==> config.mk <==
export PLATFORM = sky130hd
export DESIGN_NAME = stopwatch_ctrl
export DESIGN_NICKNAME = d
export VERILOG_FILES = /design/src/rtl/stopwatch_pkg.sv /design/src/rtl/stopwatch_ctrl_btn_edge.sv /design/src/rtl/stopwatch_ctrl.sv
export SDC_FILE = /design/constraint.sdc
export NUM_CORES = 1
export LEC_CHECK = 0
export ABC_CLOCK_PERIOD_IN_PS = 2590
export CELL_PAD_IN_SITES_DETAIL_PLACEMENT = 0
export CELL_PAD_IN_SITES_GLOBAL_PLACEMENT = 1
export CORE_ASPECT_RATIO = 0.9
export CORE_MARGIN = 4
export CORE_UTILIZATION = 37
export DETAILED_ROUTE_END_ITERATION = 10
export PLACE_DENSITY = 0.83
export SYNTH_ARGS = -nofsm -noshare
export SYNTH_HDL_FRONTEND = slang
export SYNTH_HIERARCHICAL = 1
export SYNTH_SLANG_ARGS = --single-unit
==> constraint.sdc <==
create_clock -name clk -period 2.59 [get_ports clk]
set_input_delay 0.518 -clock clk [delete_from_list [all_inputs] [get_ports clk]]
set_output_delay 0.518 -clock clk [all_outputs]
set_load 0.05 [all_outputs]
==> src/rtl/stopwatch_pkg.sv <==
// Shared state encoding, BCD digit limits and the per-digit increment helper
// used by the stopwatch controller.
package stopwatch_pkg;

    typedef enum logic [1:0] {
        ST_IDLE   = 2'd0,
        ST_RUN    = 2'd1,
        ST_PAUSED = 2'd2,
        ST_DONE   = 2'd3
    } sw_state_e;

    localparam logic [1:0] S_IDLE   = 2'd0;
    localparam logic [1:0] S_RUN    = 2'd1;
    localparam logic [1:0] S_PAUSED = 2'd2;
    localparam logic [1:0] S_DONE   = 2'd3;

    localparam logic [3:0] SEC_TENS_MAX = 4'd5;
    localparam logic [3:0] MIN_TENS_MAX = 4'd5;
    localparam logic [3:0] UNITS_MAX    = 4'd9;

    // Returns {carry_out, next_digit}. Out-of-range digits fold back to 0.
    function automatic logic [4:0] bcd_step(input logic [3:0] d,
                                            input logic [3:0] dmax,
                                            input logic       cin);
        if (!cin)
            return {1'b0, d};
        if (d >= dmax)
            return {1'b1, 4'd0};
        return {1'b0, d + 4'd1};
    endfunction

endpackage

==> src/rtl/stopwatch_ctrl_btn_edge.sv <==
// Button conditioner: SYNC_STAGES-deep synchronizer followed by a rising-edge
// detector whose history flop starts high, so a button held through reset is ignored.
module btn_edge #(
    parameter int SYNC_STAGES = 2
) (
    input  logic clk,
    input  logic rst,
    input  logic btn,
    output logic evt
);

    localparam int CW = $clog2(SYNC_STAGES + 1);

    logic [SYNC_STAGES-1:0] sync_q;
    logic                   prev_q;
    logic [CW-1:0]          flush_q;
    logic                   flushing;

    // The history flop is held high until the chain has refilled after reset,
    // otherwise the zeros left in the chain would look like a released button.
    assign flushing = (flush_q != CW'(SYNC_STAGES));

    always_ff @(posedge clk or negedge rst) begin
        if (!rst) begin
            sync_q  <= '0;
            prev_q  <= 1'b1;
            flush_q <= '0;
        end else begin
            sync_q <= {sync_q[SYNC_STAGES-2:0], btn};
            prev_q <= sync_q[SYNC_STAGES-1] | (prev_q & flushing);
            if (flushing)
                flush_q <= flush_q + CW'(1);
        end
    end

    assign evt = sync_q[SYNC_STAGES-1] & ~prev_q;

endmodule

==> src/rtl/stopwatch_ctrl.sv <==
// Run/pause/clear controller with an mm:ss BCD time base advanced by a 1 Hz tick.
// All outputs come straight from flops.
module stopwatch_ctrl
    import stopwatch_pkg::*;
#(
    parameter int WRAP        = 0,
    parameter int SYNC_STAGES = 2
) (
    input  logic       clk,
    input  logic       rst,
    input  logic       start,
    input  logic       pause,
    input  logic       clr,
    input  logic       tick,
    output logic [3:0] min_tens,
    output logic [3:0] min_units,
    output logic [3:0] sec_tens,
    output logic [3:0] sec_units,
    output logic [1:0] state,
    output logic       running,
    output logic       done,
    output logic       ovf
);

    logic [2:0] btn_raw;
    logic [2:0] btn_evt;
    logic       start_evt, pause_evt, clr_evt;

    assign btn_raw = {clr, pause, start};

    genvar gi;
    for (gi = 0; gi < 3; gi++) begin : g_btn
        btn_edge #(.SYNC_STAGES(SYNC_STAGES)) u_btn (
            .clk (clk),
            .rst (rst),
            .btn (btn_raw[gi]),
            .evt (btn_evt[gi])
        );
    end

    assign start_evt = btn_evt[0];
    assign pause_evt = btn_evt[1];
    assign clr_evt   = btn_evt[2];

    logic [1:0] state_q, state_d;
    logic [3:0] mt_q, mu_q, st_q, su_q;
    logic [3:0] mt_d, mu_d, st_d, su_d;
    logic [3:0] mt_n, mu_n, st_n, su_n;
    logic       c0, c1, c2, roll;
    logic       ovf_q, ovf_d;
    logic       running_q, done_q;
    logic       count_en;
    logic       hit_end;

    assign count_en = (state_q == S_RUN) && tick && !clr_evt;

    always_comb begin
        {c0,   su_n} = bcd_step(su_q, UNITS_MAX,    1'b1);
        {c1,   st_n} = bcd_step(st_q, SEC_TENS_MAX, c0);
        {c2,   mu_n} = bcd_step(mu_q, UNITS_MAX,    c1);
        {roll, mt_n} = bcd_step(mt_q, MIN_TENS_MAX, c2);
    end

    assign hit_end = count_en && roll && (WRAP == 0);

    always_comb begin
        state_d = state_q;
        mt_d    = mt_q;
        mu_d    = mu_q;
        st_d    = st_q;
        su_d    = su_q;
        ovf_d   = 1'b0;
        if (clr_evt) begin
            state_d = S_IDLE;
            mt_d    = '0;
            mu_d    = '0;
            st_d    = '0;
            su_d    = '0;
        end else begin
            // Without wrap, an overflowing tick freezes the display at 59:59.
            if (count_en && !hit_end) begin
                mt_d  = mt_n;
                mu_d  = mu_n;
                st_d  = st_n;
                su_d  = su_n;
                ovf_d = roll;
            end
            case (state_q)
                S_IDLE:   if (start_evt) state_d = S_RUN;
                S_RUN: begin
                    if (pause_evt)    state_d = S_PAUSED;
                    else if (hit_end) state_d = S_DONE;
                end
                S_PAUSED: if (start_evt) state_d = S_RUN;
                S_DONE:   state_d = S_DONE;
                default:  state_d = S_IDLE;
            endcase
        end
    end

    always_ff @(posedge clk or negedge rst) begin
        if (!rst) begin
            state_q   <= S_IDLE;
            mt_q      <= '0;
            mu_q      <= '0;
            st_q      <= '0;
            su_q      <= '0;
            ovf_q     <= 1'b0;
            running_q <= 1'b0;
            done_q    <= 1'b0;
        end else begin
            state_q   <= state_d;
            mt_q      <= mt_d;
            mu_q      <= mu_d;
            st_q      <= st_d;
            su_q      <= su_d;
            ovf_q     <= ovf_d;
            running_q <= (state_d == S_RUN);
            done_q    <= (state_d == S_DONE);
        end
    end

    assign min_tens  = mt_q;
    assign min_units = mu_q;
    assign sec_tens  = st_q;
    assign sec_units = su_q;
    assign state     = state_q;
    assign running   = running_q;
    assign done      = done_q;
    assign ovf       = ovf_q;

endmodule

Word-level counts from Yosys, hierarchy flattened
Cells that the tools add are included.
{"block": "classes", "add_sub_neg": 7, "order_cmp": 4, "n_eq_ne": 8, "n_mux": 36, "n_bitwise": 12, "reduce_logical": 9}
{"op": "$mux W5", "count": 14}
{"op": "$mux W4", "count": 8}
{"op": "$add A4 B1 Y4 const B", "count": 4}
{"op": "$mux W1", "count": 9}
{"op": "$ge A4 B3 Y1 const B", "count": 2}
{"op": "$ge A4 B4 Y1 const B", "count": 2}
{"op": "$mux W2", "count": 4}
{"op": "$add A2 B1 Y2 const B", "count": 3}
{"op": "$and A1 B1 Y1", "count": 6}
{"op": "$eq A2 B2 Y1 const B", "count": 3}
{"op": "$ne A2 B2 Y1 const B", "count": 3}
{"op": "$pmux W2 S3", "count": 1}
{"op": "$eq A2 B1 Y1 const B", "count": 2}
{"op": "$logic_and A1 B1 Y1", "count": 4}
{"op": "$not A1 Y1", "count": 3}
{"op": "$or A1 B1 Y1", "count": 3}
{"op": "$logic_not A1 Y1", "count": 2}
{"op": "$logic_not A2 Y1", "count": 1}
{"op": "$reduce_bool A2 Y1", "count": 1}
{"op": "$reduce_or A2 Y1", "count": 1}
{"block": "totals", "reg_bits": 36, "in_bits": 6, "out_inout_bits": 21}

Depth between registers and ports, before layout
Gate-level depths: netlist (run 1).
{"block": "depth", "word_depth": 21, "ltp_mapped": 7}

Cells and area by module
The synthesis (run 1) kept the hierarchy.
{"module": "stopwatch_ctrl", "n_inst": 1, "cells_each": 130, "area_per_inst_um2": 1293.7, "seq_area_each_um2": 525.5}
{"module": "btn_edge", "n_inst": 3, "cells_each": 13, "area_per_inst_um2": 180.2, "seq_area_each_um2": 126.4}

Worst setup path after synthesis (run 1)
OpenSTA, ideal clock, no wires.
{"block": "synth_timing", "kind": "register to register", "from": "register mu_q[1] (netlist: min_units[1])", "to": "register mu_q[2] (netlist: min_units[2])", "setup_time_ns": 0.126, "arrival_ns": 2.055, "t_required_ns": 2.464, "setup_slack_ns": 0.409, "stages_incl_launch_ff": 8, "path_cell_list": "dfrtp_1 -> inv_1 -> ha_1 -> or3b_4 -> nand2_4 -> o2111a_1 -> nor2_2 -> a221o_1"}
{"block": "synth_between", "elab_chain_cells": 10, "elab_cells_between_ends": 14, "classes_between": "1 x add/sub; 1 x order compare; 8 x mux; 4 x reduce/logical"}
{"element": "start, declared", "line": "stopwatch_ctrl.sv:46", "text": "logic [3:0] mt_q, mu_q, st_q, su_q;"}
{"element": "start signal, assigned", "line": "stopwatch_ctrl.sv:114", "text": "mu_q <= mu_d;"}
{"element": "$ge A4 B4 Y1", "line": "stopwatch_pkg.sv:27", "text": "if (d >= dmax)"}
{"element": "$mux W1 (2 in series)", "line": "stopwatch_pkg.sv:27"}
{"element": "$mux W5 (*)", "line": "stopwatch_pkg.sv:29", "text": "return {1'b0, d + 4'd1};"}
{"element": "$mux W5 (*)", "line": "stopwatch_pkg.sv:27"}
{"element": "$mux W5", "line": "stopwatch_pkg.sv:27"}
{"element": "$logic_and A1 B1 Y1", "line": "stopwatch_ctrl.sv:64", "text": "assign hit_end = count_en && roll && (WRAP == 0);"}
{"element": "$logic_not A1 Y1", "line": "stopwatch_ctrl.sv:81", "text": "if (count_en && !hit_end) begin"}
{"element": "$logic_and A1 B1 Y1", "line": "stopwatch_ctrl.sv:81"}
{"element": "$reduce_bool A2 Y1 (no line)"}
Every way passes the cells marked *; elsewhere a longest branch is shown, timed or not. The select of a mux whose other input is x is not followed.
A chain may end at the register's enable or synchronous reset.

Worst setup path in the final report (run 1)
{"block": "layout_timing", "from": "register st_q[2] (netlist: sec_tens[2])", "to": "output port sec_tens[2]"}
{"element": "start, declared", "line": "stopwatch_ctrl.sv:46"}
{"element": "start signal, assigned", "line": "stopwatch_ctrl.sv:115", "text": "st_q <= st_d;"}
{"element": "end, declared", "line": "stopwatch_ctrl.sv:17", "text": "output logic [3:0] sec_tens,"}
No word-level cell between the ends.

==> results of run 1 <==
## state kept, by name (all words and copies together) (netlist names), 2 cells and up
| register | flops |
|---|---|
| g_btn.u_btn/flush_q | 6 |
| g_btn.u_btn/prev_q | 3 |
| g_btn.u_btn/sync_q | 6 |
| min_tens | 4 |
| min_units | 4 |
| sec_tens | 4 |
| sec_units | 4 |
| state | 2 |
## logic make-up (layout without fill, tap and decap cells)
| group | Yosys count | in the layout | share of synthesized area, % |
|---|---|---|---|
| AND/OR/NAND/NOR | 51 | 51 | 17.9 |
| AO/OA/AOI/OAI | 36 | 36 | 14.1 |
| flip-flops | 36 | 36 | 49.3 |
| buffers and inverters | 23 | 58 | 4.77 |
| adder cells (fa/ha/maj) | 15 | 15 | 10.2 |
| XOR/XNOR | 4 | 4 | 1.91 |
| multiplexers | 3 | 3 | 1.64 |
| other | 1 | 1 | 0.204 |
## routing by layer
metal | track usage, % | share of wire (%) | vias up | wire (um)
met5 | 0 | 0 | - | 0
met4 | 4.98 | 1.1 | 0 | 38
met3 | 3.23 | 3.7 | 4 | 123
met2 | 17.8 | 43 | 25 | 1420
met1 | 17.8 | 52 | 611 | 1730
li1 | - | - | 648 | -
## worst register-to-register path: cells and delay by family (launching register included)
kind            cells  cell delay (ps)
flops               1              460
compound gates      4              830
buf+inv             2              270
simple gates        1              140
fa+ha+maj           1              180
## area by class of cell
cell class | instances | area [um^2]
sequential | 36 | 905
clock buffer | 8 | 90.1
inverter | 21 | 78.8
fill | 459 | 2550
multi-input combinational | 110 | 842
tap | 65 | 81.3
timing repair buffer | 29 | 283
## cell usage in the layout, fill, tap and decap left out, types with 3 or more instances in the layout
cell,n
dfrtp_1,33
nor3_1,5
buf_4,3
nor2b_1,9
o21ai_0,4
nor2_1,6
dfstp_2,3
mux2i_1,3
xnor2_1,4
a21o_1,5
clkdlybuf4s50_1,26
nand2_1,7
inv_1,21
a21oi_1,12
clkbuf_8,6
nand3_1,5
ha_1,15
## stage by stage
step           cell area [um^2]  hold slack (ps)  setup WS, ps
2_1_floorplan              1830              222           409
3_3_place_gp               2190              337           322
3_5_place_dp               2190              341           297
4_1_cts                    2280              357           427
5_1_grt                    2280              360           364
6_report                   2280              351           447
## power breakdown
group | total (mW) | leakage, nW | switching, mW | internal, mW
sequential | 0.637 | 0.455 | 0.0426 | 0.595
combinational | 0.307 | 0.533 | 0.195 | 0.112
clock | 0.399 | 0.0455 | 0.182 | 0.217
total | 1.34 | 1.03 | 0.420 | 0.923
## final timing paths
check | start | to | slack [ps] | cells past startpoint
worst max-delay path | sec_tens[2] | sec_tens[2] | 450 | 1
worst min-delay path | g_btn[0].u_btn/sync_q[0] | g_btn[0].u_btn/sync_q[1] | 350 | 0
worst max register to register | min_tens[0] | sec_units[2] | 630 | 8
worst min register to register | g_btn[0].u_btn/sync_q[0] | g_btn[0].u_btn/sync_q[1] | 350 | 0
max in group asynchronous | rst | g_btn[0].u_btn/prev_q | 1600 | 2
min in group asynchronous | rst | sec_tens[3] | 650 | 2
==> impl_metrics.toml, run 1 <==
[routing]
drtIter0Drc = 87
via_per_inst = 4.79
drt_wl_total_um = 3310
drtAntennaViolNets = 0
drc = 0
vias = 1288
firstDrtPassIters = 4
wl_per_cell_um = 12.3

[floorplan]
die-width_um = 82.2
die-area_mm2 = 0.00615
floorplan.initialDensity_pct = 37.9
rows = 24
core-area_mm2 = 0.00483
boundaryPins = 27
die_h_um = 74.8

[global_route]
grt_overflow_total = 0
grt_pass1_vias = 1256
antenna_found_initial = 0
grt_pass1_wl_um = 5780
grt_max_degree = 37
grt_use_total_pct = 12.4

[synthesis]
yosysTopAreaCellShare_pct = 45.0
yosys_warnings = 6
syn_avg_cell_area_um2 = 10.9
syn_nets = 190
synth_flop_cell = "dfrtp_1"
synth_edf_count = 0
yosysTopAreaCell = "dfrtp_1"
synth_area_leaders = "dfrtp_1 (45%), ha_1 (10%), dfstp_2 (4.3%)"
yosysSeqAreaShare_pct = 49.3
netlist_instances = 169
synth_cell_types = 44
yosysMostFrequentCell = "dfrtp_1"
mappedNetlistArea_mm2 = 0.00183
async_reset_ff_share_pct = 100
synth_commonest_cells = "dfrtp_1 (33), inv_1 (21), ha_1 (15)"
synth-seq-cells = 36

[critical_path]
cp_top_family = "buffers and inverters"
slowest_delay_ps = 850
critPathBufInv = 1
slowest_stage = "clkdlybuf4s50_1"
crit_path_start_kind = "register"
crit_path_end_kind = "output pin"
criticalPathCategory = "register to output pin"
path_cells = "clkdlybuf4s50_1"
crit_required_ps = 2070
cp.arrival_ps = 1630
worstPathMaxFanout = 7

[timing]
rsz0062_at_grt = "false"
hold_viol_final = 0
worst_pin_slew_ps = 739
fin_skew_ps = 4.96
setup_tns_ps = 0
fin_crit_ps = 2140
slew_headroom_pct = 50.6
fmax_ghz = 0.467
report.final.slew_viol_count = 0
fin_crit_sh_pct = 82.7
setup_viol = 0

[power_and_ir_drop]
p_leak_nw = 1.03
finalPower_mw = 1.34
vdd_drop_max_v = 0.000373
powerDensity_mw_per_mm2 = 589

[clock_tree]
cts.sink_count = 36
clkLatencyLatePin_ps = 280
cts_buffer_depth = 2
hold_buffers = 0
cts_tree = "done"
htree_levels = 2
cts_resized = 0
root_buffer = "clkbuf_8"
numCtsBuffers = 5
postCtsSetupBuffers = 0
clkSlewWorstSetupHoldPaths_ps = 70

[layout]
post-route-util_pct = 47.2
drive_gt1_share_pct = 11.8
syn2layout_area_growth_pct = 24.3
nNetsFinal = 224
fin_cells = 269
insertedDiodeCount = 0

[outcome]
status = "finished, final reports clean"

[worst_hold_path]
min-delay-path-class = "register to register"

[job]
maxCapViolCount = 0

[place]
dp_hpwl_um = 2430
dp_cells = 261
place.port_buffers = 26
routabilityCongestion = 0.742
Note: power is estimated with default switching activity, not from simulation.
==> run 2, diff against run 1 <==
Settings changed: ABC_CLOCK_PERIOD_IN_PS 2590 to 1900, PLACE_DENSITY 0.83 to 0.85.
Clock period 2.59 ns to 1.9 ns, I/O delays scaled along.
==> impl_metrics.toml, run 2 (same netlist as run 1, synthesis figures left out) <==
[outcome]
status = "finished, final reports clean"

[place]
dp_cells = 269
dp_hpwl_um = 2500
routabilityCongestion = 0.755
place.port_buffers = 26
dp_slack_ps = -173

[routing]
drc = 0
drt_wl_total_um = 3410
wl_per_cell_um = 12.1
via_per_inst = 4.77
vias = 1344
firstDrtPassIters = 3
drtAntennaViolNets = 0
drtIter0Drc = 47

[timing]
fmax_ghz = 0.532
fin_skew_ps = 6.49
slew_headroom_pct = 57.1
hold_ws_ps = 353
worst_pin_slew_ps = 642
setup_viol = 0
setup_slack_ps = 20.4
fin_crit_ps = 1880
fin_crit_sh_pct = 98.9
report.final.slew_viol_count = 0
rsz0062_at_grt = "true"
hold_viol_final = 0

[critical_path]
crit_path_start_kind = "register"
worstPathMaxFanout = 5
criticalPathCategory = "register to register"
crit_path_end_kind = "register"
cp.arrival_ps = 2060
crit_required_ps = 2080

[global_route]
antenna_found_initial = 0
grt_pass1_vias = 1270
grt_use_total_pct = 12.8
grt_pass1_wl_um = 5910
grt_overflow_total = 0
grt_max_degree = 37

[clock_tree]
clkLatencyLatePin_ps = 290
numCtsBuffers = 5
cts_tree = "done"
clkSlewWorstSetupHoldPaths_ps = 70
cts.sink_count = 36
root_buffer = "clkbuf_8"
cts_buffer_depth = 2
hold_buffers = 0
htree_levels = 2

[layout]
insertedDiodeCount = 0
final_cell_mix = "buf_4 (33), dfrtp_1 (25), inv_1 (17), ha_1 (13), a21oi_1 (10)"
final_common_cell = "buf_4"
fin_cells = 282
syn2layout_area_growth_pct = 32.3
nNetsFinal = 237
reg_top3 = "g_btn.u_btn/flush_q x6, g_btn.u_btn/sync_q x6"
drive_gt1_share_pct = 35.5

[floorplan]
floorplan.initialDensity_pct = 37.9
core-area_mm2 = 0.00483
rows = 24
die-area_mm2 = 0.00615
boundaryPins = 27
die-width_um = 82.2
die_h_um = 74.8

[power_and_ir_drop]
p_leak_nw = 1.13
powerDensity_mw_per_mm2 = 788
vdd_drop_max_v = 0.000443

[worst_hold_path]
min-delay-path-class = "register to register"

[job]
maxCapViolCount = 0
-- run 2: cell count changes in the layout (fill, tap and decap cells not counted), moves of 4 or more --
cell and delta:
inv_2 +4, dfrtp_1 -8, buf_4 +30, inv_1 -4
dfrtp_2 +8, clkdlybuf4s50_1 -18
-- run 2: routing by layer --
| layer | track usage [%] | part of all wire [%] | up-vias |
|---|---|---|---|
| met4 | 4.43 | 1.6 | 0 |
| met1 | 17.4 | 49 | 637 |
| met5 | 0 | 0 | - |
| li1 | - | - | 680 |
| met2 | 19.1 | 45 | 21 |
| met3 | 4.55 | 4.7 | 6 |
-- run 2: critical path: stages (launching register included) --
cell and delay [ps]:
dfrtp_2 430, ha_2 190, or3b_4 430, nand2_4 120, o2111a_1 220, nor2_4 60
a221o_1 330
-- run 2: layout make-up --
class	count	area [um^2]
Tap cell	65	81.3
Multi-Input combinational cell	110	910
Inverter	21	78.8
Sequential cell	36	915
Clock inverter	1	7.51
Clock buffer	7	86.3
Fill cell	446	2410
Timing Repair Buffer	42	348
-- run 2: stage by stage --
stage	setup TNS [ps]	utilization, %	total power [mW]	area [um^2]
2_1_floorplan	-149	-	1.17	1850
3_3_place_gp	-1080	46.2	1.31	2230
3_5_place_dp	-1260	46.2	1.32	2230
4_1_cts	0	48.1	1.88	2330
5_1_grt	-88.4	50.2	2.01	2430
6_report	0	50.2	1.91	2430
-- run 2: what timing repair did --
item	CTS	global route
endpoints found under the setup margin	0	12
gates resized for setup	0	11
setup buffers	0	5
-- run 2: path summary, 6_finish.rpt --
path	slack, ps	endpoint	start	cells past startpoint
setup / recovery	20	min_units[2]	min_units[0]	6
hold / removal	350	g_btn[0].u_btn/sync_q[1]	g_btn[0].u_btn/sync_q[0]	0
setup reg to reg	20	min_units[2]	min_units[0]	6
hold reg to reg	350	g_btn[0].u_btn/sync_q[1]	g_btn[0].u_btn/sync_q[0]	0
max in group asynchronous	1180	g_btn[0].u_btn/prev_q	rst	2
min in group asynchronous	450	min_units[1]	rst	2
-- run 2: where the power goes --
part	switching, mW	internal (mW)
Sequential	0.0584	0.813
Combinational	0.296	0.190
Clock	0.261	0.294
Total	0.616	1.30
==> run 3, diff against run 2 <==
Settings changed: SLEW_MARGIN set to 20.
==> results of run 3 <==
No change in the layout: final DEF, timing and power equal those of run 2.
==> variant 1 (settings of run 2) <==
Change the package constant `UNITS_MAX` from 4'd9 to 4'd8.
--- a/src/rtl/stopwatch_pkg.sv
+++ b/src/rtl/stopwatch_pkg.sv
@@ -18,3 +18,3 @@
     localparam logic [3:0] MIN_TENS_MAX = 4'd5;
-    localparam logic [3:0] UNITS_MAX    = 4'd9;
+    localparam logic [3:0] UNITS_MAX    = 4'd8;
 
Formal check against the unedited RTL: same outputs for any inputs over 10 cycles, from zero or initial values and one cycle with rst low; that may be too few to reach the edited logic, so the function may still have changed.
==> variant 1 against run 2 <==
Synthesized cell count up 2.4%; first-iteration DRC count up 68%; critical path type is now flop to output pin; final area down 4.7%; fmax up 5.3%; total power down 5.8%; wire length up 3.9%; sequential power down 2.5%; sequential cell count unchanged; largest cell class unchanged; final cell count down 2.1%; synthesized area up 1.8%; setup slack better by 0.095 ns; non-clock buffer count down 6.
==> variant 1: results (changes against run 2) <==
- The cell total after placement is 268 (was 269).
- The area added between synthesis and finish is 23.9% (was 32.3%).
- The initial DRC count is 79 (was 47).
- The worst-path cell with the longest stage delay was clkdlybuf4s50_1 (was dfrtp_2).
- The final setup skew came to 0.00603 ns (was 0.00649 ns).
- The total routing resource utilization after global routing is 12.8% (about the same).
- The number of global-route vias before repair is 1331 (was 1270).
- The fill cell total of the finished layout is 472 (was 446).
- The cell leakage power is 1.05 nW (was 1.13 nW).
- The average footprint of a synthesized cell is 10.8 sq um (was 10.9 sq um).
- The delay of the slowest critical-path stage was 0.80 ns (was 0.43 ns).
- Status: complete, no violations (unchanged).
- The kind of cell with the highest combined delay on the critical path is buffers and inverters (was simple AND/OR/NAND/NOR gates).
- The worst setup path startpoint is ovf (was min_units[0]).
- The first-pass GRT wire length was 6.41 mm (was 5.91 mm).
- The fraction of final layout cells with drive strength greater than 1 is 24.2% (was 35.5%).
- The data arrival at the endpoint of the critical path is 1.40 ns (was 2.06 ns).
- The share of synthesized area occupied by flip-flops and latches was 48.5% (was 49.3%).
- The total detailed-routing wirelength came to 3.55 mm (was 3.41 mm).
- Top cell types by occurrence after synthesis: dfrtp_1 (33), inv_1 (18), nand2_1 (15), ha_1 (13) (was dfrtp_1 (33), inv_1 (21), ha_1 (15), a21oi_1 (12), nor2b_1 (9)).
- The total vias in the final route is 1360 (was 1344).
- The worst supply voltage drop on vdd is 413 uV (was 443 uV).
- The post-synth net total came to 192 (was 190).
- The worst-path maximum fanout came to 1 (was 5).
- Cells taking the most area after synthesis: dfrtp_1 (44%), ha_1 (8.7%), dfstp_2 (4.2%) (was dfrtp_1 (45%), ha_1 (10%), dfstp_2 (4.3%)).
variant 1: cell families (layout without fill, tap and decap cells):
kind of cell             count (synthesis)  count (layout)  synth area share [%]
AND/OR/NAND/NOR                         56              56                  18.9
AO/OA/AOI/OAI                           37              37                  14.7
flip-flops                              36              36                  48.5
buffers and inverters                   24              62                  5.90
adder cells (fa/ha/maj)                 13              13                  8.71
XOR/XNOR                                 3               3                  1.41
multiplexers                             3               3                  1.68
other                                    1               1                 0.201
variant 1: final timing paths:
check / endpoint / slack [ns] / cells past startpoint
min in group asynchronous: g_btn[0].u_btn/flush_q[1] / 0.51 / 2
max in group asynchronous: g_btn[0].u_btn/prev_q / 1.04 / 2
worst max-delay path: ovf / 0.12 / 1
worst min register to register: g_btn[0].u_btn/sync_q[1] / 0.35 / 0
worst min-delay path: g_btn[0].u_btn/sync_q[1] / 0.35 / 0
worst max register to register: min_units[2] / 0.15 / 6
variant 1: cell type report:
cell class	instances	area share (%)
multi-input combinational	113	36.9
timing repair buffer	36	12.6
inverter	18	2.92
clock buffer	5	2.98
sequential	36	39.3
tap	65	3.52
clock inverter	3	1.84
variant 1: per-layer routing:
layer | vias to the layer above | routed length (um) | track usage [%]
li1 | 685 | - | -
met1 | 647 | 1840 | 17.9
met2 | 24 | 1530 | 19.2
met3 | 4 | 146 | 3.68
met4 | 0 | 33 | 4.36
met5 | - | 0 | 0
variant 1: worst reg2reg max path, cell delays in order (launching register included):
cell and delay [ns]:
dfrtp_2 0.45, inv_1 0.11, ha_1 0.20, nand2b_4 0.06, a21o_4 0.24, a211oi_1 0.41, o32ai_1 0.16
variant 1: where the power goes:
part	switching, mW	total (mW)	internal [mW]
combinational	0.177	0.281	0.104
sequential	0.0444	0.849	0.805
clock	0.282	0.670	0.388
==> variant 2 (config.mk and constraints of run 2) <==
Made on the original files. Put one more register stage on the output `state`, without a reset. The value now appears one clock later. The other outputs are not delayed to match.
--- a/src/rtl/stopwatch_ctrl.sv
+++ b/src/rtl/stopwatch_ctrl.sv
@@ -126,3 +126,5 @@
     assign sec_units = su_q;
-    assign state     = state_q;
+    always_ff @(posedge clk) begin
+        state <= state_q;
+    end
     assign running   = running_q;
Formal check against the unedited RTL: not equivalent (Yosys sat finds a counterexample within 10 cycles, from zero or initial values and one cycle with rst low).
==> variant 2 against run 2 <==
Synthesized cell count up 0.59%; sequential cell count up 2; count of clock-buffer cells in the layout down 2; sequential share of layout area up 2.3 points; synthesized area down 1.6%; wire length up 2.5%; critical path depth up 1; first-iteration DRC count up 11%; setup slack better by 0.018 ns; final area down 1.5%; highest routed layer unchanged.
Power is not compared: it rests on default switching activity, and its combinational part moved more than twofold at a synthesized area within 25%.
==> variant 2: results (changes against run 2) <==
- Status: complete, no violations (unchanged).
- The wire length per cell is 12.4 um (was 12.1 um).
- The number of nets at the end of the flow is 239 (was 237).
- The share of final layout cell area taken by clock buffers and inverters is 4.56% (was 3.87%).
- The share of synthesized area occupied by flip-flops and latches was 52.3% (was 49.3%).
- The cell total after placement came to 272 (was 269).
- The worst slack at placement is -0.0806 ns (was -0.173 ns).
- The post-synth net total is 191 (was 190).
- The post-synthesis instance area is 1810 sq um (was 1830 sq um).
- The average footprint of a synthesized cell is 10.6 sq um (was 10.9 sq um).
- The fraction of registers with async set/reset was 94.7% (was 100%).
- The number of non-clock inverters is 21 (unchanged).
- The worst-path maximum fanout is 4 (was 5).
- The final non-filler cell total is 281 (was 282).
- The fill cell total of the finished layout is 410 (was 446).
- The fraction of final layout cells with drive strength greater than 1 is 30.6% (was 35.5%).
- The final setup skew is 0.00543 ns (was 0.00649 ns).
- The non-clock buffer instance count of the final layout is 43 (was 42).
- The number of multi-input combinational cells in the layout was 109 (was 110).
- The number of distinct library cell variants in the gate-level netlist after synthesis is 40 (was 44).
- The area added between synthesis and finish is 32.3% (about the same).
- The fraction of area in multi-input gates is 34.2% (was 37.5%).
- The weighted congestion reported at the end of routability-driven placement is 0.781 (was 0.755).
- The placed standard-cell area is 2230 sq um (about the same).
- The non-clock buffer share of cell area is 14.7% (was 14.3%).
- The initial DRC count is 52 (was 47).
- The sequential portion of the cell area is 40.0% (was 37.7%).
- The total vias in the final route is 1374 (was 1344).
- The tightest slew margin relative to the limit is 66.3% (was 57.1%).
variant 2: changes by cell type in the layout (fill, tap and decap cells not counted), sizes merged, moves of 3 or more:
cell,run 2,this run
o21ai,4,8
nor3,5,2
nor2b,9,6
nor2,7,10
nand2,9,12
variant 2: timing repair:
| item | 4_1_cts | 5_1_grt |
|---|---|---|
| endpoints found under the setup margin | 1 | 15 |
| setup buffers | 0 | 1 |
| gates resized for setup | 1 | 11 |
| gates cloned | 0 | 0 |
| pin swaps | 0 | 5 |
variant 2: per-layer routing:
layer,track usage [%],routed length [um],up-vias
met5,0,0,-
met4,4.61,48,0
met3,4.48,181,6
met2,18.6,1540,27
met1,17.9,1730,663
li1,-,-,678
variant 2: final timing paths:
path | from | end | depth (start not counted) | slack (ns)
max | sec_units[0] | min_units[1] | 7 | 0.04
min | g_btn[2].u_btn/sync_q[0] | g_btn[2].u_btn/sync_q[1] | 0 | 0.35
max reg2reg | sec_units[0] | min_units[1] | 7 | 0.04
min reg2reg | g_btn[2].u_btn/sync_q[0] | g_btn[2].u_btn/sync_q[1] | 0 | 0.35
max in group asynchronous | rst | min_tens[1] | 2 | 1.06
min in group asynchronous | rst | sec_tens[0] | 2 | 0.49
variant 2: cells by family (layout without fill, tap and decap cells):
logic type	after synthesis	count (layout)	synth area share, %
compound gates	41	41	14.7
xor+xnor	4	4	1.94
fa+ha+maj	15	15	10.4
buf+inv	23	72	4.78
flops	38	38	52.3
mux	1	1	0.554
other cells	1	1	0.208
simple gates	47	47	15.1
variant 2: per-stage QoR:
step	total power, mW	util, %
2_1_floorplan	1.00	-
3_3_place_gp	1.09	48.6
3_5_place_dp	1.10	48.6
4_1_cts	1.78	51.1
5_1_grt	1.85	52.2
6_report	1.76	52.2
